<file path="src/rtl/escritura_rtc_bus.sv">
// rtl/escritura_rtc_bus.sv - writes snapshotted BCD seconds/minutes/hours to the RTC over the multiplexed AD bus
// Optional feature macro: RTC_TRANSFER_EN (adds a 4th transfer-command write after hours).
module escritura_rtc_bus #(
    parameter int          T_PULSE   = 5,
    parameter int          T_HOLD    = 2,
    parameter logic [7:0]  ADDR_SEG  = 8'h21,
    parameter logic [7:0]  ADDR_MIN  = 8'h22,
    parameter logic [7:0]  ADDR_HORA = 8'h23
`ifdef RTC_TRANSFER_EN
    ,
    parameter logic [7:0]  ADDR_CMD  = 8'hF2
`endif
) (
    input  logic       clk_i,
    input  logic       reset_i,
    input  logic       start_i,
    input  logic [7:0] dseg_i,
    input  logic [7:0] dmin_i,
    input  logic [7:0] dhora_i,
    output logic       busy_o,
    output logic       done_o,
    output logic       cs_n_o,
    output logic       rd_n_o,
    output logic       wr_n_o,
    output logic       a_d_o,
    output logic [7:0] ad_out_o,
    output logic       ad_oe_o
);

    localparam int T_MAX = (T_PULSE > T_HOLD) ? T_PULSE : T_HOLD;
    localparam int CW    = $clog2(T_MAX + 1);
    localparam logic [CW-1:0] PULSE_LD = CW'(T_PULSE - 1);
    localparam logic [CW-1:0] HOLD_LD  = CW'(T_HOLD - 1);
`ifdef RTC_TRANSFER_EN
    localparam logic [1:0] LAST_IDX = 2'd3;
`else
    localparam logic [1:0] LAST_IDX = 2'd2;
`endif

    typedef enum logic [2:0] {
        IDLE, ADDR_LO, ADDR_HI, DATA_LO, DATA_HI, DONE
    } state_t;

    state_t          state_q, state_d;
    logic [CW-1:0]   cnt_q, cnt_d;
    logic [1:0]      idx_q, idx_d;
    logic [7:0]      seg_q, min_q, hora_q;
    logic            load_snap;
    logic            busy_q, busy_d, done_q, done_d;
    logic            cs_n_q, cs_n_d, wr_n_q, wr_n_d, rd_n_q;
    logic            a_d_q, a_d_d, ad_oe_q, ad_oe_d;
    logic [7:0]      ad_out_q, ad_out_d;

    function automatic logic [7:0] addr_of(input logic [1:0] i);
        case (i)
            2'd0:    addr_of = ADDR_SEG;
            2'd1:    addr_of = ADDR_MIN;
            2'd2:    addr_of = ADDR_HORA;
`ifdef RTC_TRANSFER_EN
            default: addr_of = ADDR_CMD;
`else
            default: addr_of = 8'h00;
`endif
        endcase
    endfunction

    // The command write reuses its own address as the data byte.
    function automatic logic [7:0] data_of(input logic [1:0] i, input logic [7:0] s,
                                           input logic [7:0] m, input logic [7:0] h);
        case (i)
            2'd0:    data_of = s;
            2'd1:    data_of = m;
            2'd2:    data_of = h;
`ifdef RTC_TRANSFER_EN
            default: data_of = ADDR_CMD;
`else
            default: data_of = 8'h00;
`endif
        endcase
    endfunction

    always_comb begin
        state_d   = state_q;
        cnt_d     = cnt_q;
        idx_d     = idx_q;
        load_snap = 1'b0;
        busy_d    = busy_q;
        done_d    = 1'b0;
        cs_n_d    = cs_n_q;
        wr_n_d    = wr_n_q;
        a_d_d     = a_d_q;
        ad_oe_d   = ad_oe_q;
        ad_out_d  = ad_out_q;
        case (state_q)
            IDLE: begin
                if (start_i) begin
                    load_snap = 1'b1;
                    idx_d     = 2'd0;
                    busy_d    = 1'b1;
                    state_d   = ADDR_LO;
                    cnt_d     = PULSE_LD;
                    cs_n_d    = 1'b0;
                    wr_n_d    = 1'b0;
                    a_d_d     = 1'b0;
                    ad_oe_d   = 1'b1;
                    ad_out_d  = ADDR_SEG;
                end
            end
            ADDR_LO: begin
                if (cnt_q == '0) begin
                    state_d = ADDR_HI;
                    cnt_d   = HOLD_LD;
                    cs_n_d  = 1'b1;
                    wr_n_d  = 1'b1;
                end else begin
                    cnt_d = cnt_q - 1'b1;
                end
            end
            ADDR_HI: begin
                if (cnt_q == '0) begin
                    state_d  = DATA_LO;
                    cnt_d    = PULSE_LD;
                    cs_n_d   = 1'b0;
                    wr_n_d   = 1'b0;
                    a_d_d    = 1'b1;
                    ad_oe_d  = 1'b1;
                    ad_out_d = data_of(idx_q, seg_q, min_q, hora_q);
                end else begin
                    cnt_d = cnt_q - 1'b1;
                end
            end
            DATA_LO: begin
                if (cnt_q == '0) begin
                    state_d = DATA_HI;
                    cnt_d   = HOLD_LD;
                    cs_n_d  = 1'b1;
                    wr_n_d  = 1'b1;
                end else begin
                    cnt_d = cnt_q - 1'b1;
                end
            end
            DATA_HI: begin
                if (cnt_q != '0) begin
                    cnt_d = cnt_q - 1'b1;
                end else if (idx_q == LAST_IDX) begin
                    state_d = DONE;
                    done_d  = 1'b1;
                    busy_d  = 1'b0;
                    ad_oe_d = 1'b0;
                    a_d_d   = 1'b0;
                end else begin
                    idx_d    = idx_q + 2'd1;
                    state_d  = ADDR_LO;
                    cnt_d    = PULSE_LD;
                    cs_n_d   = 1'b0;
                    wr_n_d   = 1'b0;
                    a_d_d    = 1'b0;
                    ad_oe_d  = 1'b1;
                    ad_out_d = addr_of(idx_q + 2'd1);
                end
            end
            DONE:    state_d = IDLE;
            default: state_d = IDLE;
        endcase
    end

    always_ff @(posedge clk_i) begin
        if (!reset_i) begin
            state_q  <= IDLE;
            cnt_q    <= '0;
            idx_q    <= 2'd0;
            seg_q    <= 8'h00;
            min_q    <= 8'h00;
            hora_q   <= 8'h00;
            busy_q   <= 1'b0;
            done_q   <= 1'b0;
            cs_n_q   <= 1'b1;
            wr_n_q   <= 1'b1;
            rd_n_q   <= 1'b1;
            a_d_q    <= 1'b0;
            ad_oe_q  <= 1'b0;
            ad_out_q <= 8'h00;
        end else begin
            state_q  <= state_d;
            cnt_q    <= cnt_d;
            idx_q    <= idx_d;
            if (load_snap) begin
                seg_q  <= dseg_i;
                min_q  <= dmin_i;
                hora_q <= dhora_i;
            end
            busy_q   <= busy_d;
            done_q   <= done_d;
            cs_n_q   <= cs_n_d;
            wr_n_q   <= wr_n_d;
            rd_n_q   <= 1'b1;
            a_d_q    <= a_d_d;
            ad_oe_q  <= ad_oe_d;
            ad_out_q <= ad_out_d;
        end
    end

    assign busy_o   = busy_q;
    assign done_o   = done_q;
    assign cs_n_o   = cs_n_q;
    assign rd_n_o   = rd_n_q;
    assign wr_n_o   = wr_n_q;
    assign a_d_o    = a_d_q;
    assign ad_oe_o  = ad_oe_q;
    assign ad_out_o = ad_out_q;

endmodule

</file>
<file path="config.mk">
export PLATFORM = sky130hd
export DESIGN_NAME = escritura_rtc_bus
export DESIGN_NICKNAME = d
export VERILOG_FILES = /design/src/rtl/escritura_rtc_bus.sv
export SDC_FILE = /design/constraint.sdc
export NUM_CORES = 1
export LEC_CHECK = 0
export ABC_AREA = 1
export CORE_MARGIN = 2
export CORE_UTILIZATION = 50
export CTS_CLUSTER_DIAMETER = 50
export DETAILED_ROUTE_END_ITERATION = 10
export PLACE_DENSITY = 0.77
export SYNTH_ARGS = -nofsm -noshare
export SYNTH_HDL_FRONTEND = slang
export SYNTH_SLANG_ARGS = --single-unit
</file>
<file path="constraint.sdc">
create_clock -name clk_i -period 1.6 [get_ports clk_i]
set_input_delay 0.48 -clock clk_i [delete_from_list [all_inputs] [get_ports clk_i]]
set_output_delay 0.48 -clock clk_i [all_outputs]
set_load 0.02 [all_outputs]
</file>
==> impl_metrics.env, run 1 <==
export IMPL_status="finished clean"
export IMPL_drive_gt1_frac=0.0758
export IMPL_postSynth_asyncResetShare=0
export IMPL_io_buffers=40
export IMPL_cts_setup_buffers=0
export IMPL_firstDrtPassIters=4
export IMPL_synth_edf_count=0
export IMPL_rsz0062_at_grt="no"
export IMPL_synth_cell_types=26
export IMPL_cts_buffers=5
export IMPL_routabilityCongestion=0.823
export IMPL_p_seq_frac=0.375
export IMPL_antenna_found_initial=0
export IMPL_synthTopCellsByArea="dfxtp_1, nand2_1, a21oi_1"
export IMPL_fin_nets=386
export IMPL_syn_cell_area_mm2=0.00217
export IMPL_critPathCaptureType="output pin"
export IMPL_synth_seq_area_share=0.415
export IMPL_cap_viol_max_count=0
export IMPL_critPathArrivalTime_ns=1.01
export IMPL_hold_slack_ns=0.446
export IMPL_grt_pass1_vias=1824
export IMPL_vias_per_cell=4.89
export IMPL_cts_root_buf="clkbuf_8"
export IMPL_ys_ff_latch=45
export IMPL_finalMaxSlewViolations=0
export IMPL_cts_tree="done"
export IMPL_p_int_mw=2.67
export IMPL_ios=42
export IMPL_grt_start_max_net_pins=50
export IMPL_drt_wl_total_mm=4.55
export IMPL_clockBufferDepth=2
export IMPL_clock_sinks=45
export IMPL_totalPowerFinal_mw=4.55
export IMPL_num_rows=23
export IMPL_leakage_nw=1.25
export IMPL_die_area_mm2=0.00488
export IMPL_synth_nets=350
export IMPL_die_y_um=69.9
export IMPL_num_vias=1984
export IMPL_power_frac_clock=0.190
export IMPL_diodes=0
export IMPL_drt_iter0_markers=116
export IMPL_worstPathBufferInverterCount=1
export IMPL_grt_usage=0.200
export IMPL_slowest_delay_ns=0.35
export IMPL_cts_max_level=2
export IMPL_grt_ovfl_total=0
export IMPL_yosysWarnings=0
export IMPL_ir_drop_uv=757
export IMPL_post_place_ws_ns=-0.172
export IMPL_holdBufCountCts=0
export IMPL_crit_family="flip-flops"
export IMPL_insertion_delay_ns=0.31
export IMPL_syn_area_per_cell_um2=6.80
export IMPL_yosys_area_top_type="dfxtp_1"
export IMPL_ys_flop_type="dfxtp_1"
export IMPL_syn_inst=319
export IMPL_critPathSlowestCell="dfxtp_1"
export IMPL_crit_fanout=2
export IMPL_fin_setup_tns_ns=0
export IMPL_period_needed_ns=1.49
export IMPL_hold_viol=0
export IMPL_wl_per_cell_um=11.2
export IMPL_synth_top_area_frac=0.415
export IMPL_initial_core_util=0.531
export IMPL_p_sw_frac=0.413
export IMPL_critPathLaunchType="flop"
export IMPL_max_freq_mhz=673
export IMPL_setup_viol=0
export IMPL_grt_first_pass_wirelength_mm=7.94
export IMPL_synthTopCellsByCount="nand2_1, inv_1, dfxtp_1"
export IMPL_cp_cell_sequence="dlygate4sd2_1"
export IMPL_p_comb_frac=0.435
export IMPL_setup_ws_ns=0.113
export IMPL_drc=0
export IMPL_path_class="flop to output pin"
export IMPL_yosysMostFrequentCell="nand2_1"
export IMPL_dpl_hpwl_mm=3.25
export IMPL_core_mm2=0.00409
export IMPL_switching_power_mw=1.88
export IMPL_path_clk_slew_ns=0.08
export IMPL_ant_nets=0
export IMPL_period_share=0.929
export IMPL_area_growth_pct=25.1
export IMPL_powerDensity_mw_per_mm2=1680
export IMPL_crit_required_ns=1.12
export IMPL_die_w_um=69.9
export IMPL_hold_path_class="flop to flop"
export IMPL_skew_ns=0.00618
## path summary, 6_finish.rpt
path / from / end / slack (ns) / cells past startpoint
setup / recovery: ad_out_o[2] / ad_out_o[2] / 0.11 / 1
hold / removal: min_q[5] / min_q[5] / 0.45 / 2
setup reg to reg: state_q[2] / ad_out_o[4] / 0.17 / 7
hold reg to reg: min_q[5] / min_q[5] / 0.45 / 2
## metrics by stage
| stage | cells | utilization | instance area (um2) |
|---|---|---|---|
| 2_1_floorplan | 319 | - | 2170 |
| 3_3_place_gp | 398 | 0.638 | 2610 |
| 3_5_place_dp | 398 | 0.638 | 2610 |
| 4_1_cts | 406 | 0.661 | 2700 |
| 5_1_grt | 406 | 0.664 | 2710 |
| 6_report | 406 | 0.664 | 2710 |
## metal layers
| layer | vias to the layer above | routed length, um | GRT usage |
|---|---|---|---|
| met2 | 47 | 2100 | 0.328 |
| met4 | 0 | 61 | 0.0641 |
| met3 | 6 | 198 | 0.0592 |
| li1 | 1067 | - | - |
| met5 | - | 0 | 0 |
| met1 | 864 | 2200 | 0.253 |
## layout make-up
cell class,count,area (um2)
Fill cell,381,1370
Multi-Input combinational cell,211,1020
Sequential cell,45,901
Timing Repair Buffer,44,438
Inverter,48,180
Clock buffer,6,72.6
Tap cell,50,62.6
Clock inverter,2,38.8
## state kept, by name, summed over array words and instances (netlist names)
register,cells
busy_o,1
done_o,1
ad_out_o,8
a_d_o,1
idx_q,2
min_q,8
state_q,3
seg_q,8
hora_q,8
wr_n_o,1
ad_oe_o,1
cnt_q,3
## power groups by stage
stage	clock (mW)	combinational, mW	sequential, mW
CTS	0.874	1.97	1.71
floorplan	0	1.34	1.85
finish	0.865	1.98	1.71
global route	0.931	2.24	1.75
detailed placement	0	2.06	1.74
global placement	0	2.01	1.72
## cells in the final DEF, fill, tap and decap left out, types with 4 or more instances in the layout
cell type	count
nand2_1	75
inv_1	47
dfxtp_1	45
a21oi_1	36
nor2_1	32
o21ai_0	27
clkdlybuf4s50_1	26
dlygate4sd2_1	14
nand3_1	13
nand2_2	5
clkbuf_8	5
ha_1	4
## kinds of logic (layout without fill, tap and decap cells)
family | after synthesis | count (layout) | synth area share
DFF | 45 | 45 | 0.415
AOI/OAI and AO/OA | 67 | 67 | 0.156
xor gates and xnor gates | 1 | 1 | 0.00404
and+or+nand+nor | 138 | 138 | 0.280
buffers and inverters | 63 | 100 | 0.119
adders and majority gates | 4 | 4 | 0.0231
other | 1 | 1 | 0.00173
## timing repair
action | 4_1_cts | 5_1_grt
gates resized for setup | 14 | 3
pin swaps | 0 | 1
endpoints found under the setup margin | 14 | 5
No activity file was read; power rests on OpenSTA's default activity.
==> inputs of run 2 (changes only) <==
CORE_UTILIZATION = 45   (was 50)
PLACE_DENSITY = 0.71   (was 0.77)
==> run 2 against run 1 <==
Register-to-register slack got worse by 0.04 ns. Non-clock buffer count is 2 higher. Via count is 0.40% lower. Sequential share of layout area down 0.061 points. Clock-buffer cell count grew 1. Combinational power barely moved. Worst hold slack about the same. Routed wire length is 0.57% lower. Total power shrank 2.3%. Setup slack better by 0.017 ns. Largest cell class unchanged. Highest routed layer unchanged.
==> impl_metrics.env, run 2 (same netlist as run 1, synthesis figures left out) <==
export IMPL_status="finished clean"
export IMPL_layout_commonest_cell="nand2_1"
export IMPL_fillers=479
export IMPL_grt_usage=0.180
export IMPL_fin_util=0.579
export IMPL_firstDrtPassIters=4
export IMPL_cap_viol_max_count=0
export IMPL_cp_cell_sequence="dlygate4sd2_1"
export IMPL_ant_nets=0
export IMPL_fin_nets=388
export IMPL_insertion_delay_ns=0.31
export IMPL_cts_tree="done"
export IMPL_hold_path_class="flop to flop"
export IMPL_critPathLaunchType="flop"
export IMPL_die_y_um=73.4
export IMPL_cts_setup_buffers=0
export IMPL_die_area_mm2=0.00539
export IMPL_clockBufferDepth=2
export IMPL_critPathSlowestCell="dfxtp_1"
export IMPL_crit_required_ns=1.12
export IMPL_final_area_mm2=0.00272
export IMPL_dpl_hpwl_mm=3.19
export IMPL_initial_core_util=0.462
export IMPL_powerDensity_mw_per_mm2=1640
export IMPL_wl_per_cell_um=11.0
export IMPL_critPathCaptureType="output pin"
export IMPL_crit_family="flip-flops"
export IMPL_path_clk_slew_ns=0.08
export IMPL_hold_viol=0
export IMPL_vias_per_cell=4.80
export IMPL_drive_gt1_frac=0.0810
export IMPL_skew_ns=0.00854
export IMPL_worstHoldPathCells=2
export IMPL_num_vias=1976
export IMPL_cts_buffers=5
export IMPL_hold_slack_ns=0.446
export IMPL_clock_sinks=45
export IMPL_rr_worst_depth=8
export IMPL_core_mm2=0.00469
export IMPL_diodes=0
export IMPL_num_rows=25
export IMPL_grt_start_max_net_pins=50
export IMPL_ir_drop_uv=552
export IMPL_dpl_instance_area_mm2=0.00263
export IMPL_worstHoldEndpoint="hora_q[5]"
export IMPL_worstReg2RegStart="idx_q[0]"
export IMPL_max_freq_mhz=681
export IMPL_cts_max_level=2
export IMPL_grt_first_pass_wirelength_mm=7.65
export IMPL_leakage_nw=1.26
export IMPL_period_share=0.918
export IMPL_r2r_slack_ns=0.13
export IMPL_grt_pass1_vias=1778
export IMPL_area_growth_pct=25.3
export IMPL_rsz0062_at_grt="no"
export IMPL_ios=42
export IMPL_crit_fanout=2
export IMPL_cts_root_buf="clkbuf_8"
export IMPL_worstReg2RegEnd="ad_out_o[2]"
export IMPL_most_common_layout_cells="nand2_1, inv_1, dfxtp_1"
export IMPL_holdBufCountCts=0
export IMPL_grt_ovfl_total=0
export IMPL_drt_iter0_markers=126
export IMPL_critPathArrivalTime_ns=0.99
export IMPL_worstPathBufferInverterCount=1
export IMPL_slowest_delay_ns=0.35
export IMPL_io_buffers=40
export IMPL_die_w_um=73.4
export IMPL_finalMaxSlewViolations=0
export IMPL_drt_wl_total_mm=4.53
export IMPL_totalPowerFinal_mw=4.45
export IMPL_period_needed_ns=1.47
export IMPL_drc=0
export IMPL_hp_start="hora_q[5]"
export IMPL_setup_viol=0
export IMPL_routabilityCongestion=0.797
export IMPL_path_class="flop to output pin"
export IMPL_antenna_found_initial=0
run 2: changes by cell type in the layout (fill, tap and decap cells not counted), sizes merged:
cell	delta
bufinv	-1
buf	+2
clkbuf	+1
run 2: layout make-up:
cell class	instances	area [um2]	area share
clock buffer	7	96.3	0.0355
clock inverter	1	5.00	0.00184
inverter	48	180	0.0663
multi-input combinational	211	1010	0.373
sequential	45	901	0.331
tap	54	67.6	0.0249
timing repair buffer	46	453	0.167
run 2: timing repair:
action	CTS	global route
hold endpoints to repair	0	0
endpoints found under the setup margin	14	3
gates resized for setup	14	2
pin swaps	0	0
run 2: worst max-delay path by stage:
stage,startpoint,endpoint,slack (ns),depth (start not counted)
CTS,ad_out_o[4],ad_out_o[4],0.11,1
global route,idx_q[0],ad_out_o[2],0.01,9
detailed placement,start_i,ad_out_o[2],-0.19,6
floorplan,idx_q[0],ad_out_o[1],0.17,9
global placement,start_i,min_q[4],-0.14,5
finish,ad_out_o[4],ad_out_o[4],0.13,1
run 2: per-stage QoR:
| stage | std cells | worst slack [ns] | setup TNS, ns |
|---|---|---|---|
| detailed placement | 404 | -0.187 | -4.30 |
| floorplan | 319 | 0.169 | 0 |
| finish | 412 | 0.131 | 0 |
| global placement | 404 | -0.141 | -3.45 |
| CTS | 412 | 0.110 | 0 |
| global route | 412 | 0.0109 | 0 |
run 2: per-layer routing:
layer	GRT usage	wire length, um	share of wire	vias to the layer above
li1	-	-	-	1069
met1	0.244	2220	0.49	855
met2	0.286	2080	0.46	48
met3	0.0453	192	0.042	4
met4	0.0485	32	0.0071	0
met5	0	0	0	-
run 2: power by group:
| part | switching, mW | internal [mW] | total [mW] | leakage (nW) |
|---|---|---|---|---|
| combinational | 1.25 | 0.729 | 1.97 | 0.837 |
| clock | 0.386 | 0.391 | 0.777 | 0.0542 |
| sequential | 0.212 | 1.48 | 1.69 | 0.372 |
| total | 1.84 | 2.60 | 4.45 | 1.26 |
run 2: worst register-to-register path, stage by stage (launching register included):
cell     delay (ns)
dfxtp_1        0.34
inv_1          0.08
ha_1           0.21
nand3_1        0.15
nand2_1        0.07
inv_1          0.11
nand3_4        0.18
nor2_1         0.16
nor2_1         0.06
